File: config.mk
export PLATFORM = sky130hd
export DESIGN_NAME = store_unit
export DESIGN_NICKNAME = d
export VERILOG_FILES = /design/src/rtl/riscv_pkg.sv /design/src/rtl/store_align.sv /design/src/rtl/store_unit.sv
export SDC_FILE = /design/constraint.sdc
export NUM_CORES = 1
export LEC_CHECK = 0
export ABC_CLOCK_PERIOD_IN_PS = 5310
export CAP_MARGIN = 20
export CELL_PAD_IN_SITES_DETAIL_PLACEMENT = 1
export CELL_PAD_IN_SITES_GLOBAL_PLACEMENT = 2
export CORE_MARGIN = 2
export CORE_UTILIZATION = 32
export DETAILED_ROUTE_END_ITERATION = 8
export PLACE_DENSITY = 0.84
export SLEW_MARGIN = 40
export SYNTH_ARGS = -nofsm -noshare
export SYNTH_HDL_FRONTEND = slang
export SYNTH_HIERARCHICAL = 1
export SYNTH_SLANG_ARGS = --single-unit
File: constraint.sdc
create_clock -name clk -period 5.31 [get_ports clk]
set_clock_uncertainty 0.2 [all_clocks]
set_input_delay 1.3275 -clock clk [delete_from_list [all_inputs] [get_ports clk]]
set_output_delay 1.3275 -clock clk [all_outputs]
set_load 0.05 [all_outputs]
File: src/rtl/riscv_pkg.sv
`default_nettype none
// ============================================================================
// Module  : riscv_pkg
// Purpose : Shared definitions for the store path. Holds the store_control
//           encodings produced by the decode stage, the store FSM state type,
//           and helper functions for lane-mask and alignment decode.
// Ports   : none (package)
// Revision: 1.0  initial release
// ============================================================================
package riscv_pkg;

    // store_control encodings; codes 3..7 behave as SB
    localparam logic [2:0] STORE_SB = 3'd0;
    localparam logic [2:0] STORE_SH = 3'd1;
    localparam logic [2:0] STORE_SW = 3'd2;

    typedef enum logic [1:0] {
        ST_IDLE   = 2'd0,
        ST_REQ_LO = 2'd1,
        ST_REQ_HI = 2'd2,
        ST_ERR    = 2'd3
    } store_state_e;

    // Byte-enable pattern of the store before it is shifted into its lanes.
    function automatic logic [3:0] store_base_mask(input logic [2:0] ctrl);
        logic [3:0] mask;
        case (ctrl)
            STORE_SH: mask = 4'b0011;
            STORE_SW: mask = 4'b1111;
            default:  mask = 4'b0001;
        endcase
        return mask;
    endfunction

    // True when a halfword/word store is not naturally aligned.
    function automatic logic store_misaligned(input logic [2:0] ctrl,
                                              input logic [1:0] off);
        logic mis;
        case (ctrl)
            STORE_SH: mis = off[0];
            STORE_SW: mis = (off != 2'b00);
            default:  mis = 1'b0;
        endcase
        return mis;
    endfunction

endpackage : riscv_pkg
`default_nettype wire

File: src/rtl/store_align.sv
`default_nettype none
// ============================================================================
// Module  : store_align
// Purpose : Purely combinational lane alignment for one store. Produces the
//           8-bit byte-enable span (low word in [3:0], next word in [7:4])
//           and the 64-bit lane-positioned data. Bytes outside the store
//           width are zeroed so unused lanes of either word read as 0.
// Ports   : off[1:0]          byte offset of the effective address
//           store_control[2:0] SB/SH/SW selector
//           rs2_data[31:0]    raw store data
//           m8[7:0]           shifted byte-enable span
//           d64[63:0]         shifted store data
// Revision: 1.0  initial release
// ============================================================================
module store_align
    import riscv_pkg::*;
(
    input  logic [1:0]  off,
    input  logic [2:0]  store_control,
    input  logic [31:0] rs2_data,
    output logic [7:0]  m8,
    output logic [63:0] d64
);

    logic [3:0]  w_base;
    logic [31:0] w_data_masked;

    always_comb begin
        w_base        = store_base_mask(store_control);
        // Keep only the bytes the store actually writes.
        w_data_masked = rs2_data & {{8{w_base[3]}}, {8{w_base[2]}},
                                    {8{w_base[1]}}, {8{w_base[0]}}};
        m8            = {4'b0000, w_base} << off;
        d64           = {32'h0000_0000, w_data_masked} << {off, 3'b000};
    end

endmodule : store_align
`default_nettype wire

File: src/rtl/store_unit.sv
`default_nettype none
// ============================================================================
// Module  : store_unit
// Purpose : Executes one decoded store per transaction. Forms the effective
//           address rs1_data + sext(imm), builds byte-lane write data and
//           enables, and drives a req/ack handshake to the data memory.
//           Word-crossing stores are split into two back-to-back accesses
//           when STORE_SPLIT_EN is defined; otherwise every non-naturally-
//           aligned SH/SW is rejected with st_done+st_err.
// Config  : `define STORE_SPLIT_EN  -> enable split of word-crossing stores
// Ports   : clk, rst (async, active-high)
//           st_valid/st_ready          store handshake from decode
//           rs1_data, rs2_data, imm, store_control  store operands
//           mem_req/mem_ack            memory handshake
//           mem_addr, mem_wdata, mem_be  word-aligned access
//           st_done, st_err            registered completion pulses
// Revision: 1.0  initial release
// ============================================================================
module store_unit
    import riscv_pkg::*;
(
    input  logic        clk,
    input  logic        rst,
    input  logic        st_valid,
    output logic        st_ready,
    input  logic [31:0] rs1_data,
    input  logic [31:0] rs2_data,
    input  logic [11:0] imm,
    input  logic [2:0]  store_control,
    output logic        mem_req,
    output logic [31:0] mem_addr,
    output logic [31:0] mem_wdata,
    output logic [3:0]  mem_be,
    input  logic        mem_ack,
    output logic        st_done,
    output logic        st_err
);

    // ------------------------------------------------------------------
    // Effective address and lane alignment of the presented store
    // ------------------------------------------------------------------
    logic [31:0] w_ea;
    logic [7:0]  w_m8;
    logic [63:0] w_d64;
    logic        w_accept;
    logic        w_reject;

    assign w_ea = rs1_data + {{20{imm[11]}}, imm};

    store_align u_store_align (
        .off           (w_ea[1:0]),
        .store_control (store_control),
        .rs2_data      (rs2_data),
        .m8            (w_m8),
        .d64           (w_d64)
    );

`ifdef STORE_SPLIT_EN
    assign w_reject = 1'b0;
`else
    assign w_reject = store_misaligned(store_control, w_ea[1:0]);
`endif

    // ------------------------------------------------------------------
    // State and operand registers
    // ------------------------------------------------------------------
    store_state_e state_q, state_d;
    logic [31:0]  mem_addr_q, mem_addr_d;
    logic [31:0]  mem_wdata_q, mem_wdata_d;
    logic [3:0]   mem_be_q, mem_be_d;
    logic [31:0]  hi_wdata_q, hi_wdata_d;
    logic [3:0]   hi_be_q, hi_be_d;
    logic         need_hi_q, need_hi_d;
    logic         st_done_q, st_done_d;
`ifndef STORE_SPLIT_EN
    logic         st_err_q, st_err_d;
`endif

    assign w_accept = st_valid && (state_q == ST_IDLE);

    always_comb begin
        state_d     = state_q;
        mem_addr_d  = mem_addr_q;
        mem_wdata_d = mem_wdata_q;
        mem_be_d    = mem_be_q;
        hi_wdata_d  = hi_wdata_q;
        hi_be_d     = hi_be_q;
        need_hi_d   = need_hi_q;
        st_done_d   = 1'b0;
`ifndef STORE_SPLIT_EN
        st_err_d    = 1'b0;
`endif

        case (state_q)
            ST_IDLE: begin
                if (w_accept) begin
                    if (w_reject) begin
                        state_d = ST_ERR;
                    end else begin
                        state_d     = ST_REQ_LO;
                        mem_addr_d  = {w_ea[31:2], 2'b00};
                        mem_be_d    = w_m8[3:0];
                        mem_wdata_d = w_d64[31:0];
                        // The second word is only touched when the shifted
                        // enable span spills past lane 3.
                        hi_be_d     = w_m8[7:4];
                        hi_wdata_d  = w_d64[63:32];
                        need_hi_d   = |w_m8[7:4];
                    end
                end
            end

            ST_REQ_LO: begin
                if (mem_ack) begin
                    if (need_hi_q) begin
                        // Next word; 32-bit add wraps 0xFFFFFFFC to 0.
                        state_d     = ST_REQ_HI;
                        mem_addr_d  = mem_addr_q + 32'd4;
                        mem_be_d    = hi_be_q;
                        mem_wdata_d = hi_wdata_q;
                    end else begin
                        state_d   = ST_IDLE;
                        st_done_d = 1'b1;
                    end
                end
            end

            ST_REQ_HI: begin
                if (mem_ack) begin
                    state_d   = ST_IDLE;
                    st_done_d = 1'b1;
                end
            end

            ST_ERR: begin
                state_d   = ST_IDLE;
                st_done_d = 1'b1;
`ifndef STORE_SPLIT_EN
                st_err_d  = 1'b1;
`endif
            end

            default: state_d = ST_IDLE;
        endcase
    end

    always_ff @(posedge clk or posedge rst) begin
        if (rst) begin
            state_q     <= ST_IDLE;
            mem_addr_q  <= 32'h0000_0000;
            mem_wdata_q <= 32'h0000_0000;
            mem_be_q    <= 4'b0000;
            hi_wdata_q  <= 32'h0000_0000;
            hi_be_q     <= 4'b0000;
            need_hi_q   <= 1'b0;
            st_done_q   <= 1'b0;
        end else begin
            state_q     <= state_d;
            mem_addr_q  <= mem_addr_d;
            mem_wdata_q <= mem_wdata_d;
            mem_be_q    <= mem_be_d;
            hi_wdata_q  <= hi_wdata_d;
            hi_be_q     <= hi_be_d;
            need_hi_q   <= need_hi_d;
            st_done_q   <= st_done_d;
        end
    end

`ifndef STORE_SPLIT_EN
    always_ff @(posedge clk or posedge rst) begin
        if (rst) begin
            st_err_q <= 1'b0;
        end else begin
            st_err_q <= st_err_d;
        end
    end
    assign st_err = st_err_q;
`else
    assign st_err = 1'b0;
`endif

    // ------------------------------------------------------------------
    // Outputs. mem_req decodes straight from the state register so the
    // asynchronous reset drops it immediately.
    // ------------------------------------------------------------------
    assign st_ready  = (state_q == ST_IDLE);
    assign mem_req   = (state_q == ST_REQ_LO) || (state_q == ST_REQ_HI);
    assign mem_addr  = mem_addr_q;
    assign mem_wdata = mem_wdata_q;
    assign mem_be    = mem_be_q;
    assign st_done   = st_done_q;

endmodule : store_unit
`default_nettype wire

# Word level (Yosys, flattened, before mapping)
# Cells that the tools add are included.
# op_classes
shifts,2
bitwise,2
addsub,2
mux,28
n_reduce_logical,9
eq_ne,10
# ops
cell,count
32-bit two-way mux,8
32-bit case mux with 2 select lines,2
32-bit by 5-bit left shift with 64-bit output,1
"32-bit by 3-bit adder with 32-bit output, second input constant",1
32-bit adder,1
32-bit AND,1
4-bit two-way mux,4
4-bit case mux with 2 select lines,2
2-bit two-way mux,5
"2-bit inequality test, second input constant",4
2-bit case mux with 4 select lines,1
4-bit by 2-bit left shift with 8-bit output,1
3-bit AND reduction,2
5-bit AND reduction,1
"2-bit == test, second input constant",2
1-bit two-way mux,4
2-bit nonzero test,2
4-bit OR reduction,1
"3-bit by 1-bit == test with 1-bit output, second input constant",1
"3-bit by 2-bit == test with 1-bit output, second input constant",1
1-bit case mux with 3 select lines,1
"2-bit by 1-bit == test with 1-bit output, second input constant",1
2-bit zero test,1
"2-bit by 1-bit inequality test with 1-bit output, second input constant",1
other kinds (4),4
# word_totals
out_inout_bits,72
register_bits,109

# Depth between registers and ports, before layout
# logic_depth
word_depth,7
depth_mapped,11

# Modules after synthesis
# Netlist, hierarchy kept.
# modules_own_cells
mod,area_per_inst_um2,cells_each,seq_area_each_um2,instances
store_unit,6872.8,734,2677.6,1
store_align,1046.0,146,0.0,1

# Worst setup path before layout
# OpenSTA, ideal clock, no wires.
# synth_path
path_kind,input port to flip-flop
from,in rs1_data[0]
to,reg mem_addr_q[26] (netlist: mem_addr[26])
setup_ns,0.104
slack_ns,1.410
n_path_buf,0
path_stages,10
required_ns,5.006
t_arrival_ns,3.596
path_cell_list,ha_1 -> fa_1 -> a211oi_1 -> o21ai_1 -> a21oi_1 -> o31ai_2 -> a221oi_2 -> o21ai_2 -> xnor2_1 -> a221oi_1
# synth_between
elab_chain_cells,5
elab_cells_between_ends,8
cone_classes,add/sub: 1; eq/ne: 1; mux: 4; reduce/logical: 2
# synth_rtl
element,line,text
"start, declared",store_unit.sv:26,"input logic [31:0] rs1_data,"
32-bit adder (*),store_unit.sv:48,"assign w_ea = rs1_data + {{20{imm[11]}}, imm};"
2-bit nonzero test,riscv_pkg.sv:41,STORE_SW: mis = (off != 2'b00);
1-bit case mux with 2 select lines,riscv_pkg.sv:39,case (ctrl)
2-bit inequality test (no source line),--,
5-bit AND reduction (no source line),--,
"end signal, assigned",store_unit.sv:159,mem_addr_q <= mem_addr_d;
"end, declared",store_unit.sv:68,"logic [31:0] mem_addr_q, mem_addr_d;"
# Every way passes the cells marked *; elsewhere a longest branch is shown, timed or not. The select of a mux whose other input is x is not followed.
# A chain may end at the register's enable or synchronous reset.

# Worst setup path in the final report
# layout_path
from,in rs1_data[0]
to,reg mem_addr_q[27] (netlist: mem_addr[27])
# layout_between
elab_chain_cells,5
elab_cells_between_ends,8
cone_classes,add/sub: 1; eq/ne: 1; mux: 4; reduce/logical: 2
# layout_rtl
element,line,text
32-bit adder,store_unit.sv:48,
net w_ea[1],store_unit.sv:42,logic [31:0] w_ea;
2-bit nonzero test,riscv_pkg.sv:41,
1-bit case mux with 2 select lines,riscv_pkg.sv:39,
2-bit inequality test (no source line),--,
5-bit AND reduction (no source line),--,
# The timed path passes the listed nets, and every way through them passes these cells. The select of a mux whose other input is x is not followed.

==> results summary <==
Once the clock tree was built, the resizer swapped 0 gates to a different size. The region available for standard cell placement spans 0.02432 sq mm. The final sum of negative setup slack is 0 ps. The critical path arrival is 4570 ps. For this run, the post-layout net count is 1126. Clock-pin slew was measured on the worst setup and hold paths at 80 ps.

The cell family contributing the most delay on the critical path is compound AO/OA/AOI/OAI gates. In the final layout, the share of cells above drive strength 1 is 10.68%. The worst pin sits at a relative slew slack of 45.03%. The final core utilization is 41.01%. The synthesized design spends more area on one cell type than any other, namely dfrtp_1. The effective utilization at floorplan is 32.56%. STA classifies the critical path startpoint as a primary input. The initial antenna violation count is 1. Counting buffers and inverters, the worst setup path is 11 cells deep. The worst supply voltage drop on vdd came out at 0.3543 mV. The critical path data required time is 5380 ps.

Traced cell by cell, the critical path runs through clkdlybuf4s50_1 -> ha_1 -> fa_1 -> and3b_1 -> a21oi_1 -> o21ai_0 -> a21boi_2 -> nand2_1 -> nor3b_1 -> o311ai_0 -> o311ai_1. The run finished with clean final reports. The count of hold-fix buffers inserted at cts came out at 0. The upper clock frequency limit came out at 222.0 MHz.

After synthesis, the cell types taking the most area are dfrtp_1 34%, mux2i_1 6.6%, ha_1 5.7%, mux2_2 5.3%, a21oi_1 4.6%. The first-pass detailed-route iteration total is 4. The longest individual stage delay on the worst path came out at 630 ps. The post-layout minimum cycle time came out at 4504 ps. The wire length per cell after detailed routing is 19.16 microns. The final standard cell area without fillers is 0.009973 sq mm. The cell area after placement is 0.009668 sq mm. TritonCTS built the clock tree. Of all flip-flops after synthesis, the portion carrying an async set or reset was 100.0%. The number of remaining DRC errors came out at 0. The gate count of the mapped netlist is 880. In this run the critical register-to-register path is launched from state_q[1]. The total track usage came out at 19.98%. From bottom edge to top edge, the die measures 161.3 microns. The number of clock buffers added by TritonCTS is 9.

Setup violations remaining at the end of the flow were counted as 0. The transition at the pin with the smallest max-transition slack came out at 821.4 ps. In this run, synthesis produced a sequential element count of 107. The starting DRC count in detailed routing came out at 376. The endpoint identified for the worst register-to-register timing path is mem_addr[27].

The distinct cell type count of the synthesized netlist is 84. The count of pins on the block boundary came out at 155. The number of hold violations in the final report was 0. The sequential share of power came out at 27.8%. Summing over every cut layer, the via total after detailed routing is 7273. The wire length of the first global-routing pass is 41580 microns.

The launching element of the worst setup path is rs1_data[0]. CTS placed an instance of clkbuf_16 at the clock tree root. The number of core rows came out at 57. The fraction of power consumed by combinational cells is 58.9%. The clock network accounts for 13.2% of the total power. The area growth from synthesis to layout came out at 25.94%. The largest net degree at the start of global routing came out at 77. Among all flip-flop cells after synthesis, the most frequent one is dfrtp_1.

The synthesized area per cell came out at 8.999 sq um. The detail route stage leaves a number of antenna-violating nets equal to 0. No sink is reached through more buffers than the 2 on the longest clock path. The H-tree was split into 3 levels. Yosys printed 6 warnings. The depth of the most critical reg-to-reg path is 9. In the layout the commonest cells are 152 x clkdlybuf4s50_1, 107 x dfrtp_1, 90 x nand2_1. The die boundary width came out at 161.3 microns. The HPWL after detailed placement is 19130 microns.

The number of fillers in the final layout is 2812. The final global-route overflow total is 0. The synthesized area came out at 0.007919 sq mm.

The number of global-route vias before repair came out at 7543. The detailed-route wire length is 25600 microns. The share of the synthesized area in the top cell type came out at 33.81%. STA classifies the critical path endpoint as a register. The total power divided by cell area is 523.4 mW/mm^2.

The sequential fraction of the synthesis area came out at 33.81%. In this run switching power makes up 51.13% of total power. The final count of pins violating max slew came out at 0. Across all register-to-register paths, the minimum setup slack is 2250 ps.

The number of sinks on the clock net came out at 107. Across the run, the number of max-cap violations was 0. On the critical path, the stage with the largest delay is an instance of fa_1. The largest fanout on the critical path came out at 12. The clock reaches the later pin of the worst-skew pair after 370 ps. Following the worst setup path forward leads to its endpoint at mem_addr[27]. The critical path buffer and inverter count is 1. Setup repair after global routing left no endpoint under its margin. The switching power summed over all nets came out at 0.002669 W. The final cycle utilization of the critical path is 84.81%.

The number of port buffers came out at 152. The count of buffers added by post-CTS timing repair for setup is 0. Cell internal power was estimated by the tool at 0.002551 W. The full die area is 0.02602 sq mm. For this design the static power due to leakage is 4.134 nW. The final weighted congestion in routability-driven placement came out at 0.8708.

The classification of the worst setup path is primary input to register. Dividing the detail-routed via count by the number of cells gives 5.444. The number of enable-type register cells in the synthesized netlist is 0. The library cell used most frequently in the layout, excluding fill and tap cells, is clkdlybuf4s50_1. The tightest min-delay check is of the register to register type.
registers in the layout, summed over array words and instances (netlist names):
register / count
state_q: 2
st_err: 1
hi_be_q: 4
st_done: 1
need_hi_q: 1
mem_addr: 30
mem_be: 4
hi_wdata_q: 32
mem_wdata: 32
how the worst min path moves through the flow:
| stage | from | end | slack, ps | cells after the start |
|---|---|---|---|---|
| global route | hi_wdata_q[23] | hi_wdata_q[23] | 320 | 1 |
| CTS | mem_wdata[26] | mem_wdata[26] | 290 | 2 |
| detailed placement | mem_wdata[21] | mem_wdata[21] | 270 | 2 |
| global placement | mem_wdata[2] | mem_wdata[2] | 270 | 2 |
| floorplan | hi_be_q[3] | hi_be_q[3] | 280 | 1 |
| finish | mem_wdata[26] | mem_wdata[26] | 280 | 2 |
layer usage:
layer | vias up | global-route usage [%] | share of wire [%]
met2 | 146 | 33.28 | 48
met3 | 21 | 3.082 | 3.9
met1 | 3624 | 27.46 | 47
li1 | 3482 | - | -
met4 | 0 | 4.343 | 1.1
met5 | - | 0 | 0
worst register-to-register path: stages, from the launching register on:
cell	delay, ps
dfrtp_1	400
inv_1	150
ha_4	570
nand3_1	170
o21ai_0	230
a21boi_2	450
nand2_1	270
nor3b_1	230
o311ai_0	170
o311ai_1	120
Yosys cell counts (17+ instances only):
master and number:
dfrtp_1 107, nand2_1 90, a21oi_1 72, o21ai_0 71
nor2_1 70, mux2i_1 52, mux2_2 37, ha_1 36
a221o_1 25, nand3_1 22, clkbuf_1 20, xnor2_1 19
and2_1 17
cells by family after synthesis:
kind of cell               share of synthesized area (%)
muxes                                              11.83
adders and majority gates                          5.941
xor gates and xnor gates                           2.986
buffers and inverters                              5.340
AOI/OAI and AO/OA                                  22.59
DFF                                                33.81
and+or+nand+nor                                    17.40
other                                            0.09484
stage by stage:
stage	power [W]	cells	setup slack, ps	hold WS (ps)
finish	0.005220	1336	806.5	284.9
global route	0.005567	1335	453.0	318.4
CTS	0.005272	1335	853.2	290.4
detailed placement	0.004558	1319	480.0	273.5
global placement	0.004503	1319	581.4	265.8
floorplan	0.003554	889	965.3	279.2
cell type report:
cell class	count	area, sq um	share of cell area (%)
flip-flops and latches	107	2678	26.85
well taps	324	405.4	4.065
clock buffers	10	239.0	2.396
repair buffers	164	1637	16.41
multi-input cells	707	4890	49.03
clock inverters	6	53.80	0.5395
diodes	1	2.502	0.02509
inverters	17	68.82	0.6900
power groups by stage:
stage	registers, W	clock network [W]	logic [W]
5_1_grt	0.00150	0.000733	0.00333
3_5_place_dp	0.00147	0	0.00309
6_report	0.00145	0.000691	0.00308
3_3_place_gp	0.00146	0	0.00305
4_1_cts	0.00146	0.000713	0.00310
2_1_floorplan	0.00215	0	0.00140
No activity file was read; power rests on OpenSTA's default activity.
